`src/rtl/audio_pkg.sv`:
```
// Shared state type and default widths for the WM8731 I2S master path.
`timescale 1ns/1ps
package audio_pkg;
    typedef enum logic [1:0] {
        IDLE  = 2'd0,
        RUN   = 2'd1,
        DRAIN = 2'd2
    } i2s_state_t;

    localparam int AUD_SAMPLE_W    = 24;
    localparam int AUD_BITS_PER_CH = 32;
endpackage

```
`src/rtl/audio_bclk_div.sv`:
```
// BCLK divider: toggles the bit clock every BCLK_HALF cycles while running and
// flags the clk edge on which the bit clock rises or falls.
`timescale 1ns/1ps
module audio_bclk_div #(
    parameter int BCLK_HALF = 2
) (
    input  logic clk,
    input  logic rst,
    input  logic run,
    output logic bclk,
    output logic rise,
    output logic fall
);
    localparam int DIV_W = (BCLK_HALF > 1) ? $clog2(BCLK_HALF) : 1;
    localparam logic [DIV_W-1:0] DIV_LAST = DIV_W'(BCLK_HALF - 1);

    logic [DIV_W-1:0] div_cnt_q, div_cnt_d;
    logic             bclk_q, bclk_d;
    logic             wrap;

    always_comb begin
        wrap      = run && (div_cnt_q == DIV_LAST);
        div_cnt_d = div_cnt_q;
        bclk_d    = bclk_q;
        if (!run) begin
            div_cnt_d = '0;
            bclk_d    = 1'b0;
        end else if (wrap) begin
            div_cnt_d = '0;
            bclk_d    = ~bclk_q;
        end else begin
            div_cnt_d = div_cnt_q + 1'b1;
        end
    end

    always_ff @(posedge clk or posedge rst) begin
        if (rst) begin
            div_cnt_q <= '0;
            bclk_q    <= 1'b0;
        end else begin
            div_cnt_q <= div_cnt_d;
            bclk_q    <= bclk_d;
        end
    end

    // Strobes are valid in the cycle whose closing edge changes bclk.
    assign bclk = bclk_q;
    assign rise = wrap && !bclk_q;
    assign fall = wrap && bclk_q;
endmodule

```
`src/rtl/audio_i2s_master.sv`:
```
// I2S BCLK/LRCK master for the WM8731 plus ADCDAT capture into parallel
// left/right samples with a frame counter for the fabric monitor tap.
`timescale 1ns/1ps
module audio_i2s_master
    import audio_pkg::*;
#(
    parameter int BCLK_HALF   = 2,
    parameter int BITS_PER_CH = AUD_BITS_PER_CH,
    parameter int SAMPLE_W    = AUD_SAMPLE_W,
    parameter int FCNT_W      = 16
) (
    input  logic                clk_clk,
    input  logic                reset_reset,
    input  logic                enable,
    input  logic                aud_adcdat,
    output logic                aud_bclk,
    output logic                aud_lrck,
    output logic                busy,
    output logic [SAMPLE_W-1:0] adc_left,
    output logic [SAMPLE_W-1:0] adc_right,
    output logic                adc_valid,
    output logic [FCNT_W-1:0]   frame_cnt
);
    localparam int BC_W = $clog2(2 * BITS_PER_CH);
    localparam logic [BC_W-1:0] BIT_LAST    = BC_W'(2 * BITS_PER_CH - 1);
    localparam logic [BC_W-1:0] RIGHT_FIRST = BC_W'(BITS_PER_CH);
    localparam logic [BC_W-1:0] SLOT_LAST   = BC_W'(SAMPLE_W);

    i2s_state_t          state_q, state_d;
    logic [BC_W-1:0]     bit_cnt_q, bit_cnt_d;
    logic                lrck_q, lrck_d;
    logic [SAMPLE_W-1:0] sr_left_q, sr_left_d, sr_right_q, sr_right_d;
    logic [SAMPLE_W-1:0] left_q, left_d, right_q, right_d;
    logic                valid_q, valid_d;
    logic [FCNT_W-1:0]   fcnt_q, fcnt_d;

    logic            run, rise, fall, is_right, in_window;
    logic [BC_W-1:0] slot;

    assign run = (state_q != IDLE);

    audio_bclk_div #(.BCLK_HALF(BCLK_HALF)) u_div (
        .clk  (clk_clk),
        .rst  (reset_reset),
        .run  (run),
        .bclk (aud_bclk),
        .rise (rise),
        .fall (fall)
    );

    always_comb begin
        is_right   = (bit_cnt_q >= RIGHT_FIRST);
        slot       = is_right ? (bit_cnt_q - RIGHT_FIRST) : bit_cnt_q;
        in_window  = (slot != '0) && (slot <= SLOT_LAST);

        state_d    = state_q;
        bit_cnt_d  = bit_cnt_q;
        sr_left_d  = sr_left_q;
        sr_right_d = sr_right_q;
        left_d     = left_q;
        right_d    = right_q;
        valid_d    = 1'b0;
        fcnt_d     = fcnt_q;

        case (state_q)
            IDLE:    if (enable) state_d = RUN;
            RUN:     if (!enable) state_d = DRAIN;
            DRAIN: begin
                if (enable)
                    state_d = RUN;
                else if (fall && (bit_cnt_q == BIT_LAST))
                    state_d = IDLE;
            end
            default: state_d = IDLE;
        endcase

        if (fall)
            bit_cnt_d = (bit_cnt_q == BIT_LAST) ? '0 : bit_cnt_q + 1'b1;

        // I2S: MSB in slot 1, so slots 1..SAMPLE_W carry data.
        if (rise && in_window) begin
            if (is_right) begin
                sr_right_d = {sr_right_q[SAMPLE_W-2:0], aud_adcdat};
                if (slot == SLOT_LAST) begin
                    left_d  = sr_left_q;
                    right_d = {sr_right_q[SAMPLE_W-2:0], aud_adcdat};
                    valid_d = 1'b1;
                    fcnt_d  = fcnt_q + 1'b1;
                end
            end else begin
                sr_left_d = {sr_left_q[SAMPLE_W-2:0], aud_adcdat};
            end
        end

        if (state_d == IDLE) begin
            bit_cnt_d  = '0;
            sr_left_d  = '0;
            sr_right_d = '0;
        end

        // Follows bit_cnt one clk later, forced low as soon as we go idle.
        lrck_d = (state_d != IDLE) && is_right;
    end

    always_ff @(posedge clk_clk or posedge reset_reset) begin
        if (reset_reset) begin
            state_q    <= IDLE;
            bit_cnt_q  <= '0;
            lrck_q     <= 1'b0;
            sr_left_q  <= '0;
            sr_right_q <= '0;
            left_q     <= '0;
            right_q    <= '0;
            valid_q    <= 1'b0;
            fcnt_q     <= '0;
        end else begin
            state_q    <= state_d;
            bit_cnt_q  <= bit_cnt_d;
            lrck_q     <= lrck_d;
            sr_left_q  <= sr_left_d;
            sr_right_q <= sr_right_d;
            left_q     <= left_d;
            right_q    <= right_d;
            valid_q    <= valid_d;
            fcnt_q     <= fcnt_d;
        end
    end

    assign aud_lrck  = lrck_q;
    assign busy      = run;
    assign adc_left  = left_q;
    assign adc_right = right_q;
    assign adc_valid = valid_q;
    assign frame_cnt = fcnt_q;
endmodule

```
`config.mk`:
```
export PLATFORM = sky130hd
export DESIGN_NAME = audio_i2s_master
export DESIGN_NICKNAME = d
export VERILOG_FILES = /design/src/rtl/audio_pkg.sv /design/src/rtl/audio_bclk_div.sv /design/src/rtl/audio_i2s_master.sv
export SDC_FILE = /design/constraint.sdc
export NUM_CORES = 1
export LEC_CHECK = 0
export CAP_MARGIN = 25
export CORE_ASPECT_RATIO = 0.75
export CORE_MARGIN = 10
export CORE_UTILIZATION = 59
export DETAILED_ROUTE_END_ITERATION = 16
export PLACE_DENSITY = 0.89
export SLEW_MARGIN = 20
export SYNTH_ARGS = -nofsm -noshare
export SYNTH_HDL_FRONTEND = slang
export SYNTH_SLANG_ARGS = --single-unit
```
`constraint.sdc`:
```
create_clock -name clk_clk -period 6.2 [get_ports clk_clk]
set_clock_uncertainty 0.2 [all_clocks]
set_input_delay 1.24 -clock clk_clk [delete_from_list [all_inputs] [get_ports clk_clk]]
set_output_delay 1.24 -clock clk_clk [all_outputs]
set_load 0.1 [all_outputs]
```
Word level (Yosys, flattened, before mapping). Cells that the tools add are included.

Bitwise gates (word level): 1. Mux-type cells: 22. Add/sub/neg operators: 4. Magnitude comparators: 2. Equality and inequality tests: 6. Reduce and logical (&&, ||, !) cells: 19.

Operators with widths (count): 2-to-1 mux 24 bit (3); 2-to-1 mux 23 bit (3); 2-to-1 mux 6 bit (4); adder 16 x 1 -> 16 bit (second input constant) (1); nonzero test 2 bit (5); 2-to-1 mux 2 bit (4); logical AND 1 bit (7); 2-to-1 mux 1 bit (7); adder 6 x 1 -> 6 bit (second input constant) (1); equality test 6 x 5 -> 1 bit (second input constant) (1); equality test 6 bit (second input constant) (1); >= comparator 6 bit (second input constant) (1); less-or-equal comparator 6 x 5 -> 1 bit (second input constant) (1); one-hot mux 2 bit (3 select lines) (1); nonzero test 6 bit (1); subtractor 6 bit (second input constant) (1); logical NOT 2 bit (2); AND reduction 2 bit (2); AND reduction 3 bit (1); equality test 2 x 1 -> 1 bit (second input constant) (1); equality test 2 bit (second input constant) (1); != test 2 x 1 -> 1 bit (second input constant) (1); != test 2 bit (second input constant) (1); adder 1 bit (second input constant) (1); other kinds (2) (2).

Bits in registers: 123. Input port bits: 4. Logic and storage cells: 65. Output and inout bits: 68.

Longest topological paths before layout. Gate-level depths: netlist (run 1).

Depth after elaboration: 10. Mapped depth: 9. Gate-level depth less buffers: 7.

By module. From an unflattened synthesis (run 1), not the netlist that was laid out.

Cell total of the unflattened synthesis: 376. Area, all modules: 5027.3 µm².

By module, submodules not included: audio_i2s_master (times used 1, area an instance 4934.7 µm², cells an instance 367); audio_bclk_div (times used 1, area an instance 92.6 µm², cells an instance 9).

Worst setup path before layout (run 1). Ideal clock, no wire load.

Path kind: reg-to-reg. Start: reg u_div.bclk_q, in the netlist u_div.bclk. End: reg bit_cnt_q[2]. Clock period less this slack: 2.604 ns. Buffers on the path: 2. Arrival time: 2.283 ns. Setup slack: 3.596 ns. Cell stages (with the launch flop): 7. Path through: dfrtp_1 -> o211ai_1 -> o311ai_0 -> and3_1 -> buf_2 -> buf_2 -> nor2_1.

Longest elaborated chain between the ends: 7.

Ends and longest elaborated chain: from (decl) (line audio_bclk_div.sv:18) `logic bclk_q, bclk_d;`; from (signal assigned) (line audio_bclk_div.sv:42) `bclk_q <= bclk_d;`; logical AND 1 bit (*) (line audio_bclk_div.sv:49) `assign fall = wrap && bclk_q;`; logical AND 1 bit (line audio_i2s_master.sv:71) `else if (fall && (bit_cnt_q == BIT_LAST))`; 2-to-1 mux 2 bit (line audio_i2s_master.sv:71); 2-to-1 mux 2 bit (line audio_i2s_master.sv:69) `if (enable)`; one-hot mux 2 bit (3 select lines) (line audio_i2s_master.sv:65) `case (state_q)`; logical NOT 2 bit (line audio_i2s_master.sv:95) `if (state_d == IDLE) begin`; 2-to-1 mux 6 bit / nonzero test 2 bit (equally long branches); to (signal assigned) (line audio_i2s_master.sv:118) `bit_cnt_q <= bit_cnt_d;`; to (decl) (line audio_i2s_master.sv:30) `logic [BC_W-1:0] bit_cnt_q, bit_cnt_d;`.

Mark *: on every way between the ends. The rest lies on a longest branch, timed or not. A chain may end at the register's enable or synchronous reset.

Worst setup path in the final report (run 1).
Start: reg state_q[1]. End: out busy.

Longest elaborated chain between the ends: 1.

Ends and longest elaborated chain: from (decl) (line audio_i2s_master.sv:29) `i2s_state_t state_q, state_d;`; from (signal assigned) (line audio_i2s_master.sv:117) `state_q <= state_d;`; nonzero test 2 bit (line audio_i2s_master.sv:40) `assign run = (state_q != IDLE);`; to (decl) (line audio_i2s_master.sv:18) `output logic busy,`.

Every way passes these cells.

==> results.json, run 1 <==
{
  "final_antenna_net_count": 0,
  "grt_pass1_wl_um": 22000,
  "holdBufCountCts": 0,
  "worst-setup-path-type": "reg -> out",
  "clkSlewWorstSetupHoldPaths_ns": 0.06,
  "tightestPinTransition_ns": 1.02,
  "max_freq_ghz": 0.275,
  "ir_worst_vdd_mv": 0.251,
  "slew_viol_final": 0,
  "postPlaceCellArea_um2": 5910,
  "synth_flop_cell": "dfrtp_1",
  "fillers": 537,
  "dp_slack_ns": 3.00,
  "synth_nets": 557,
  "ys_ff_latch": 123,
  "num_rows": 29,
  "hpwl_um": 7890,
  "total_power_mw": 1.99,
  "grtUsageTotal_pct": 21.0,
  "layout-drive-gt1-share_pct": 7.59,
  "cellLeakagePower_nw": 3.04,
  "io_pins": 72,
  "syn_to_final_growth_pct": 25.6,
  "critical_path_arrival_ns": 2.19,
  "routedWlPerCell_um": 18.3,
  "synth_edf_count": 0,
  "yosys.area.top_type_share_pct": 59.5,
  "yosysTopAreaCell": "dfrtp_1",
  "yosysMostFrequentCell": "nand2_1",
  "p_per_area_nw_per_um2": 307,
  "cts_sinks": 123,
  "critPathLaunchType": "flop",
  "syn_inst": 550,
  "yosysSeqAreaShare_pct": 59.5,
  "ctsResizeCount": 0,
  "setup_violations": 0,
  "route.detailed.drc": 0,
  "async_reset_ff_share_pct": 100,
  "num_vias": 4383,
  "grt_max_degree": 61,
  "ys_warn_count": 0,
  "h-tree-depth": 4,
  "status": "finished, final reports clean",
  "firstDrtPassIters": 6,
  "die_area_um2": 13000,
  "finalHoldViolCount": 0,
  "crit_fanout": 8,
  "tns_ns": 0,
  "core_um2": 8490,
  "crit_required_ns": 4.76,
  "clock_latency_ns": 0.41,
  "synth_commonest_cells": "159 x nand2_1, 123 x dfrtp_1, 54 x nand3_1, 50 x a21oi_1, 48 x o21ai_0",
  "synthesis.area_um2": 5170,
  "placed_cells": 695,
  "root_buffer": "clkbuf_16",
  "die_y_um": 101,
  "die_x_um": 128,
  "grt_setup_unrepaired": "no",
  "numCtsBuffers": 17,
  "wirelength_um": 13300,
  "drt-initial-drc-count": 596,
  "synth_cell_types": 34,
  "critPathCaptureType": "primary output",
  "tritoncts": "built",
  "gp_congestion": 0.829,
  "overflow": 0,
  "final_cells": 727,
  "synth.area.top_cells": "dfrtp_1 60%, nand2_1 12%, nand3_1 5.2%, a21oi_1 4.8%, o21ai_0 4.6%",
  "final_area_um2": 6500,
  "final_util_pct": 76.5,
  "slew_headroom_pct": 32.1,
  "n_antenna_cell": 0,
  "avgSynthCellArea_um2": 9.40,
  "whs_ns": 0.269,
  "period_share_pct": 58.6,
  "drv_cap": 0,
  "grt_pass1_vias": 4309,
  "min-delay-path-class": "reg -> reg",
  "setup_ws_ns": 2.57,
  "final_net_count": 613,
  "antenna_found_initial": 0,
  "start_util_pct": 60.9,
  "cts_buffer_depth": 2,
  "period_minus_slack_ns": 3.63,
  "portBuffers": 71,
  "post_cts_buffers": 0,
  "vias_per_cell": 6.03
}
worst paths after layout:
kind,start,cells past startpoint,endpoint,slack (ns)
setup / recovery,state_q[1]$_DFF_PP0_,3,busy,2.57
min in group asynchronous,reset_reset,2,sr_right_q[12]$_DFFE_PP0P_,1.00
setup reg to reg,bit_cnt_q[5]$_DFFE_PP0P_,5,frame_cnt[6]$_DFFE_PP0P_,2.95
max in group asynchronous,reset_reset,4,frame_cnt[15]$_DFFE_PP0P_,3.71
hold / removal,frame_cnt[15]$_DFFE_PP0P_,1,frame_cnt[15]$_DFFE_PP0P_,0.27
hold reg to reg,frame_cnt[15]$_DFFE_PP0P_,1,frame_cnt[15]$_DFFE_PP0P_,0.27
registers in the layout (all words and copies together) (netlist names):
| name | flops |
|---|---|
| adc_left | 24 |
| u_div.bclk | 1 |
| adc_right | 24 |
| frame_cnt | 16 |
| sr_left_q | 24 |
| aud_lrck | 1 |
| bit_cnt_q | 6 |
| state_q | 2 |
| adc_valid | 1 |
| sr_right_q | 23 |
| u_div.div_cnt_q | 1 |
layout make-up:
class / instances / area (um^2) / share of cell area (%)
sequential: 123 / 3080 / 47.4
multi-input combinational: 381 / 1900 / 29.2
inverter: 7 / 28.8 / 0.443
timing repair buffer: 76 / 768 / 11.8
clock buffer: 21 / 470 / 7.24
clock inverter: 11 / 119 / 1.83
tap: 108 / 135 / 2.08
critical path, stage by stage (launching register included):
cell and delay (ns):
dfrtp_1 0.48, nor2_1 0.11, inv_1 0.06, clkdlybuf4s50_1 1.13
report_power, final:
| group | switching (mW) | total (mW) | internal, mW |
|---|---|---|---|
| registers | 0.0191 | 0.833 | 0.814 |
| logic | 0.147 | 0.182 | 0.0346 |
| clock network | 0.357 | 0.977 | 0.620 |
metal layers:
metal / global-route usage, % / up-vias / part of all wire [%]
li1: - / 1966 / -
met1: 26.3 / 2160 / 40
met2: 33.1 / 234 / 49
met3: 7.47 / 23 / 9.6
met4: 7.25 / 0 / 1.3
met5: 0 / - / 0
logic make-up after synthesis:
| kind of cell | Yosys count | share of synthesized area [%] |
|---|---|---|
| buffers and inverters | 46 | 4.02 |
| adders and majority gates | 3 | 0.726 |
| AOI/OAI and AO/OA | 109 | 11.2 |
| DFF | 123 | 59.5 |
| and+or+nand+nor | 250 | 21.4 |
| xor gates and xnor gates | 19 | 3.22 |
placed cells by master, fill, tap and decap left out, types with 2 or more instances in the layout:
cell type          n
clkbuf_16         17
nand2_1          159
and3_1             2
dfrtp_1          123
a21oi_1           50
nor3_1             4
clkinv_2           4
nand3_1           54
bufinv_16          2
clkinvlp_4         4
nor2b_1            2
ha_1               3
and4_1             2
o21ai_0           47
inv_1              5
o211ai_1           4
or3_1              2
xnor2_1            7
buf_4              4
nand2b_1           2
o21ai_2            2
nor2_1             6
o21a_1             2
nor4_1             2
clkdlybuf4s50_1   71
xor2_1            12
clkbuf_8           3
nand4_1            7
nor3_2             5
No activity file was read; power rests on OpenSTA's default activity.
==> run 2, diff against run 1 <==
--- a/config.mk
+++ b/config.mk
@@ -8,9 +8,9 @@
 export CAP_MARGIN = 25
 export CORE_ASPECT_RATIO = 0.75
 export CORE_MARGIN = 10
-export CORE_UTILIZATION = 59
+export CORE_UTILIZATION = 54
 export DETAILED_ROUTE_END_ITERATION = 16
-export PLACE_DENSITY = 0.89
+export PLACE_DENSITY = 0.83
 export SLEW_MARGIN = 20
 export SYNTH_ARGS = -nofsm -noshare
 export SYNTH_HDL_FRONTEND = slang
==> constraint.sdc (replaced) <==
create_clock -name clk_clk -period 3.38 [get_ports clk_clk]
set_clock_uncertainty 0.2 [all_clocks]
set_input_delay 0.676 -clock clk_clk [delete_from_list [all_inputs] [get_ports clk_clk]]
set_output_delay 0.676 -clock clk_clk [all_outputs]
set_load 0.1 [all_outputs]
==> results.json, run 2 (synthesis results as in run 1) <==
{
  "hpwl_um": 7640,
  "worst-setup-path-type": "reg -> reg",
  "die_x_um": 133,
  "status": "finished, final reports clean",
  "firstDrtPassIters": 5,
  "grt_pass1_wl_um": 20200,
  "num_rows": 30,
  "final_cell_mix": "159 x nand2_1, 123 x dfrtp_1, 74 x buf_4",
  "die_area_um2": 13900,
  "overflow": 0,
  "final_common_cell": "nand2_1",
  "p_per_area_nw_per_um2": 556,
  "max_freq_ghz": 0.369,
  "cellLeakagePower_nw": 3.17,
  "h-tree-depth": 4,
  "finalHoldViolCount": 0,
  "whs_ns": 0.275,
  "fillers": 692,
  "final_antenna_net_count": 0,
  "min-delay-path-class": "reg -> reg",
  "num_vias": 4208,
  "tightestPinTransition_ns": 0.934,
  "final_cells": 747,
  "critical_path_arrival_ns": 2.86,
  "setup_violations": 0,
  "grt_pass1_vias": 4011,
  "grt_setup_unrepaired": "no",
  "cts_buffer_depth": 2,
  "numCtsBuffers": 17,
  "holdBufCountCts": 0,
  "core_um2": 9200,
  "tritoncts": "built",
  "period_share_pct": 80.2,
  "critPathCaptureType": "flop",
  "antenna_found_initial": 0,
  "grtUsageTotal_pct": 17.5,
  "portBuffers": 71,
  "routedWlPerCell_um": 16.1,
  "post_cts_buffers": 0,
  "period_minus_slack_ns": 2.71,
  "final_util_pct": 68.8,
  "slew_viol_final": 0,
  "root_buffer": "clkbuf_16",
  "route.detailed.drc": 0,
  "ff_latch_area_um2": 3080,
  "drv_cap": 0,
  "critPathLaunchType": "flop",
  "cts_sinks": 123,
  "ir_worst_vdd_mv": 0.398,
  "die_y_um": 105,
  "io_pins": 72,
  "n_antenna_cell": 0,
  "crit_required_ns": 3.52,
  "gp_congestion": 0.875,
  "final_net_count": 616,
  "clock_latency_ns": 0.41,
  "syn_to_final_growth_pct": 22.4,
  "ctsResizeCount": 0,
  "grt_max_degree": 49,
  "tns_ns": 0,
  "vias_per_cell": 5.63,
  "drt-initial-drc-count": 357,
  "wirelength_um": 12000,
  "slew_headroom_pct": 37.7,
  "start_util_pct": 56.2,
  "crit_fanout": 35,
  "layout-drive-gt1-share_pct": 17.9,
  "multi_input_area_um2": 1900,
  "total_power_mw": 3.52,
  "placed_cells": 718,
  "clkSlewWorstSetupHoldPaths_ns": 0.05
}
-- run 2: cell count changes in the layout (fill, tap and decap cells not counted) --
| cell | delta |
|---|---|
| clkinvlp_4 | -3 |
| clkdlybuf4s50_1 | -68 |
| clkinv_4 | -1 |
| o21a_1 | -1 |
| bufinv_16 | -1 |
| clkbuf_8 | +1 |
| clkinv_2 | -3 |
| buf_16 | -1 |
| clkbuf_1 | +5 |
| buf_4 | +70 |
| o21a_2 | +1 |
| inv_4 | -1 |
| buf_12 | +2 |
-- run 2: final timing paths --
check,cells past startpoint,startpoint,slack [ns],endpoint
min in group asynchronous,2,reset_reset,0.53,adc_left[11]$_DFFE_PP0P_
hold reg to reg,1,frame_cnt[15]$_DFFE_PP0P_,0.27,frame_cnt[15]$_DFFE_PP0P_
hold / removal,1,frame_cnt[15]$_DFFE_PP0P_,0.27,frame_cnt[15]$_DFFE_PP0P_
setup / recovery,8,bit_cnt_q[0]$_DFFE_PP0P_,0.67,adc_right[7]$_DFFE_PP0P_
setup reg to reg,8,bit_cnt_q[0]$_DFFE_PP0P_,0.67,adc_right[7]$_DFFE_PP0P_
max in group asynchronous,3,reset_reset,1.79,sr_right_q[3]$_DFFE_PP0P_
-- run 2: area by class of cell --
type	count	share of cell area [%]
clock buffer	27	7.95
clock inverter	2	0.553
inverter	7	0.474
multi-input combinational	381	30.0
sequential	123	48.6
tap	128	2.53
timing repair buffer	79	9.88
-- run 2: worst max-delay path, stage by stage, from the launching register on --
cell and delay [ns]:
dfrtp_1 0.41, inv_1 0.09, ha_1 0.19, nand2b_1 0.06, or4_4 0.66, inv_2 0.49, buf_4 0.36, nand2_1 0.09
nand2_1 0.07
-- run 2: stage by stage --
stage	area (um^2)	setup slack (ns)
floorplan	5180	0.776
global placement	5790	0.806
detailed placement	5790	0.700
CTS	6330	0.672
global route	6330	0.477
finish	6330	0.668
-- run 2: metal layers --
layer	part of all wire, %	up-vias	track usage (%)
met3	7.2	20	5.60
met5	0	-	0
met1	47	2054	24.1
met2	44	168	24.9
met4	1.9	0	6.74
li1	-	1966	-
-- run 2: report_power, final --
group          switching [mW]  leakage [nW]  total, mW  internal, mW
logic                   0.266          1.20      0.328        0.0620
registers              0.0313          1.71       1.53          1.50
clock network           0.591         0.263       1.67          1.07
total                   0.888          3.17       3.52          2.63
==> run 3, diff against run 2 <==
--- a/config.mk
+++ b/config.mk
@@ -8,9 +8,9 @@
 export CAP_MARGIN = 25
 export CORE_ASPECT_RATIO = 0.75
 export CORE_MARGIN = 10
-export CORE_UTILIZATION = 54
+export CORE_UTILIZATION = 49
 export DETAILED_ROUTE_END_ITERATION = 16
-export PLACE_DENSITY = 0.83
+export PLACE_DENSITY = 0.8
 export SLEW_MARGIN = 20
 export SYNTH_ARGS = -nofsm -noshare
 export SYNTH_HDL_FRONTEND = slang
==> constraint.sdc (replaced) <==
create_clock -name clk_clk -period 2.45 [get_ports clk_clk]
set_clock_uncertainty 0.2 [all_clocks]
set_input_delay 0.49 -clock clk_clk [delete_from_list [all_inputs] [get_ports clk_clk]]
set_output_delay 0.49 -clock clk_clk [all_outputs]
set_load 0.1 [all_outputs]
==> results.json, run 3 (synthesis results as in run 1) <==
{
  "crit_required_ns": 2.58,
  "ff_latch_area_um2": 3080,
  "hpwl_um": 8100,
  "clock_latency_ns": 0.42,
  "total_power_mw": 5.00,
  "crit_fanout": 26,
  "die_y_um": 109,
  "n_antenna_cell": 0,
  "portBuffers": 71,
  "h-tree-depth": 4,
  "grtUsageTotal_pct": 17.1,
  "cts_buffer_depth": 2,
  "overflow": 0,
  "routedWlPerCell_um": 16.8,
  "critPathLaunchType": "flop",
  "tritoncts": "built",
  "setup_violations": 0,
  "die_area_um2": 15100,
  "drt-initial-drc-count": 516,
  "setup_ws_ns": 0.116,
  "fillers": 814,
  "cp_slowest_stage_delay_ns": 0.52,
  "start_util_pct": 50.3,
  "grt_pass1_vias": 4091,
  "status": "finished, final reports clean",
  "firstDrtPassIters": 5,
  "grt_max_degree": 55,
  "final_cells": 762,
  "io_pins": 72,
  "vias_per_cell": 5.63,
  "final_common_cell": "nand2_1",
  "wirelength_um": 12800,
  "placed_cells": 730,
  "critical_path_arrival_ns": 2.47,
  "clkSlewWorstSetupHoldPaths_ns": 0.05,
  "critPathCaptureType": "flop",
  "final_antenna_net_count": 0,
  "final_cell_mix": "159 x nand2_1, 122 x dfrtp_1, 74 x buf_4",
  "multi_input_area_um2": 1910,
  "numCtsBuffers": 17,
  "num_rows": 32,
  "tightestPinTransition_ns": 0.726,
  "die_x_um": 139,
  "core_um2": 10300,
  "slew_headroom_pct": 51.5,
  "min-delay-path-class": "in -> async",
  "ir_worst_vdd_mv": 0.589,
  "dp_slack_ns": 0.128,
  "whs_ns": 0.253,
  "layout-drive-gt1-share_pct": 19.6,
  "tns_ns": 0,
  "root_buffer": "clkbuf_16",
  "p_per_area_nw_per_um2": 772,
  "cellLeakagePower_nw": 3.22,
  "cpMaxStageDelayCell": "or4b_1",
  "gp_congestion": 0.836,
  "path_cells": "inv_1 > ha_1 > or4b_1 > o21ai_2 > buf_12 > o21ai_0 > a21oi_1",
  "grt_pass1_wl_um": 21400,
  "cts_sinks": 123,
  "post_cts_buffers": 0,
  "syn_to_final_growth_pct": 25.2,
  "worst-setup-path-type": "reg -> reg",
  "num_vias": 4288,
  "route.detailed.drc": 0,
  "holdBufCountCts": 0,
  "drv_cap": 0,
  "final_net_count": 621,
  "slew_viol_final": 0,
  "period_minus_slack_ns": 2.33,
  "antenna_found_initial": 0,
  "finalHoldViolCount": 0,
  "period_share_pct": 95.3,
  "max_freq_ghz": 0.428
}
-- run 3: cell types whose count changed in the layout (fill, tap and decap cells not counted), moves of 2 or more --
cell,before,now
buf_12,2,6
clkinv_2,1,3
clkinvlp_4,1,3
clkbuf_8,4,6
clkbuf_1,6,2
-- run 3: layout make-up --
class | instances | share of cell area [%]
Timing Repair Buffer | 83 | 10.9
Sequential cell | 123 | 47.6
Clock buffer | 25 | 7.96
Inverter | 7 | 0.464
Tap cell | 136 | 2.63
Clock inverter | 6 | 0.928
Multi-Input combinational cell | 382 | 29.6
-- run 3: power breakdown --
group	leakage, nW	switching [mW]	internal [mW]
Clock	0.281	0.848	1.54
Combinational	1.24	0.390	0.115
Sequential	1.70	0.0412	2.06
Total	3.22	1.28	3.72
-- run 3: metal layers --
layer / vias to the layer above / wire [um] / part of all wire, % / GRT usage, %
li1: 1982 / - / - / -
met1: 2117 / 5870 / 46 / 23.6
met2: 174 / 5710 / 45 / 24.8
met3: 15 / 1020 / 8.0 / 5.52
met4: 0 / 163 / 1.3 / 6.39
met5: - / 0 / 0 / 0
-- run 3: per-stage QoR --
step                      cell area [um^2]  util (%)
after floorplan                       5180         -
after global placement                5880      57.2
after detailed placement              5880      57.2
after CTS                             6460      62.8
after global routing                  6470      62.9
final                                 6470      62.9
-- run 3: path summary, 6_finish.rpt --
kind,endpoint,startpoint,slack (ns),cells past startpoint
hold / removal,frame_cnt[8]$_DFFE_PP0P_,reset_reset,0.25,2
min in group clk_clk,adc_right[11]$_DFFE_PP0P_,adc_right[11]$_DFFE_PP0P_,0.27,2
setup / recovery,sr_right_q[14]$_DFFE_PP0P_,bit_cnt_q[0]$_DFFE_PP0P_,0.12,7
setup reg to reg,sr_right_q[14]$_DFFE_PP0P_,bit_cnt_q[0]$_DFFE_PP0P_,0.12,7
max in group asynchronous,sr_left_q[19]$_DFFE_PP0P_,reset_reset,1.15,3
hold reg to reg,adc_right[11]$_DFFE_PP0P_,adc_right[11]$_DFFE_PP0P_,0.27,2
-- run 3: repair_timing --
action,CTS,global route
gates resized for setup,0,1
endpoints found under the setup margin,0,66
endpoints found under the hold margin,0,0
-- run 3: critical path: cells and delay by family, from the launching register on --
kind / cells / cell delay, ns
AOI/OAI and AO/OA: 3 / 0.61
and+or+nand+nor: 1 / 0.52
DFF: 1 / 0.42
buffers and inverters: 2 / 0.33
adders and majority gates: 1 / 0.17
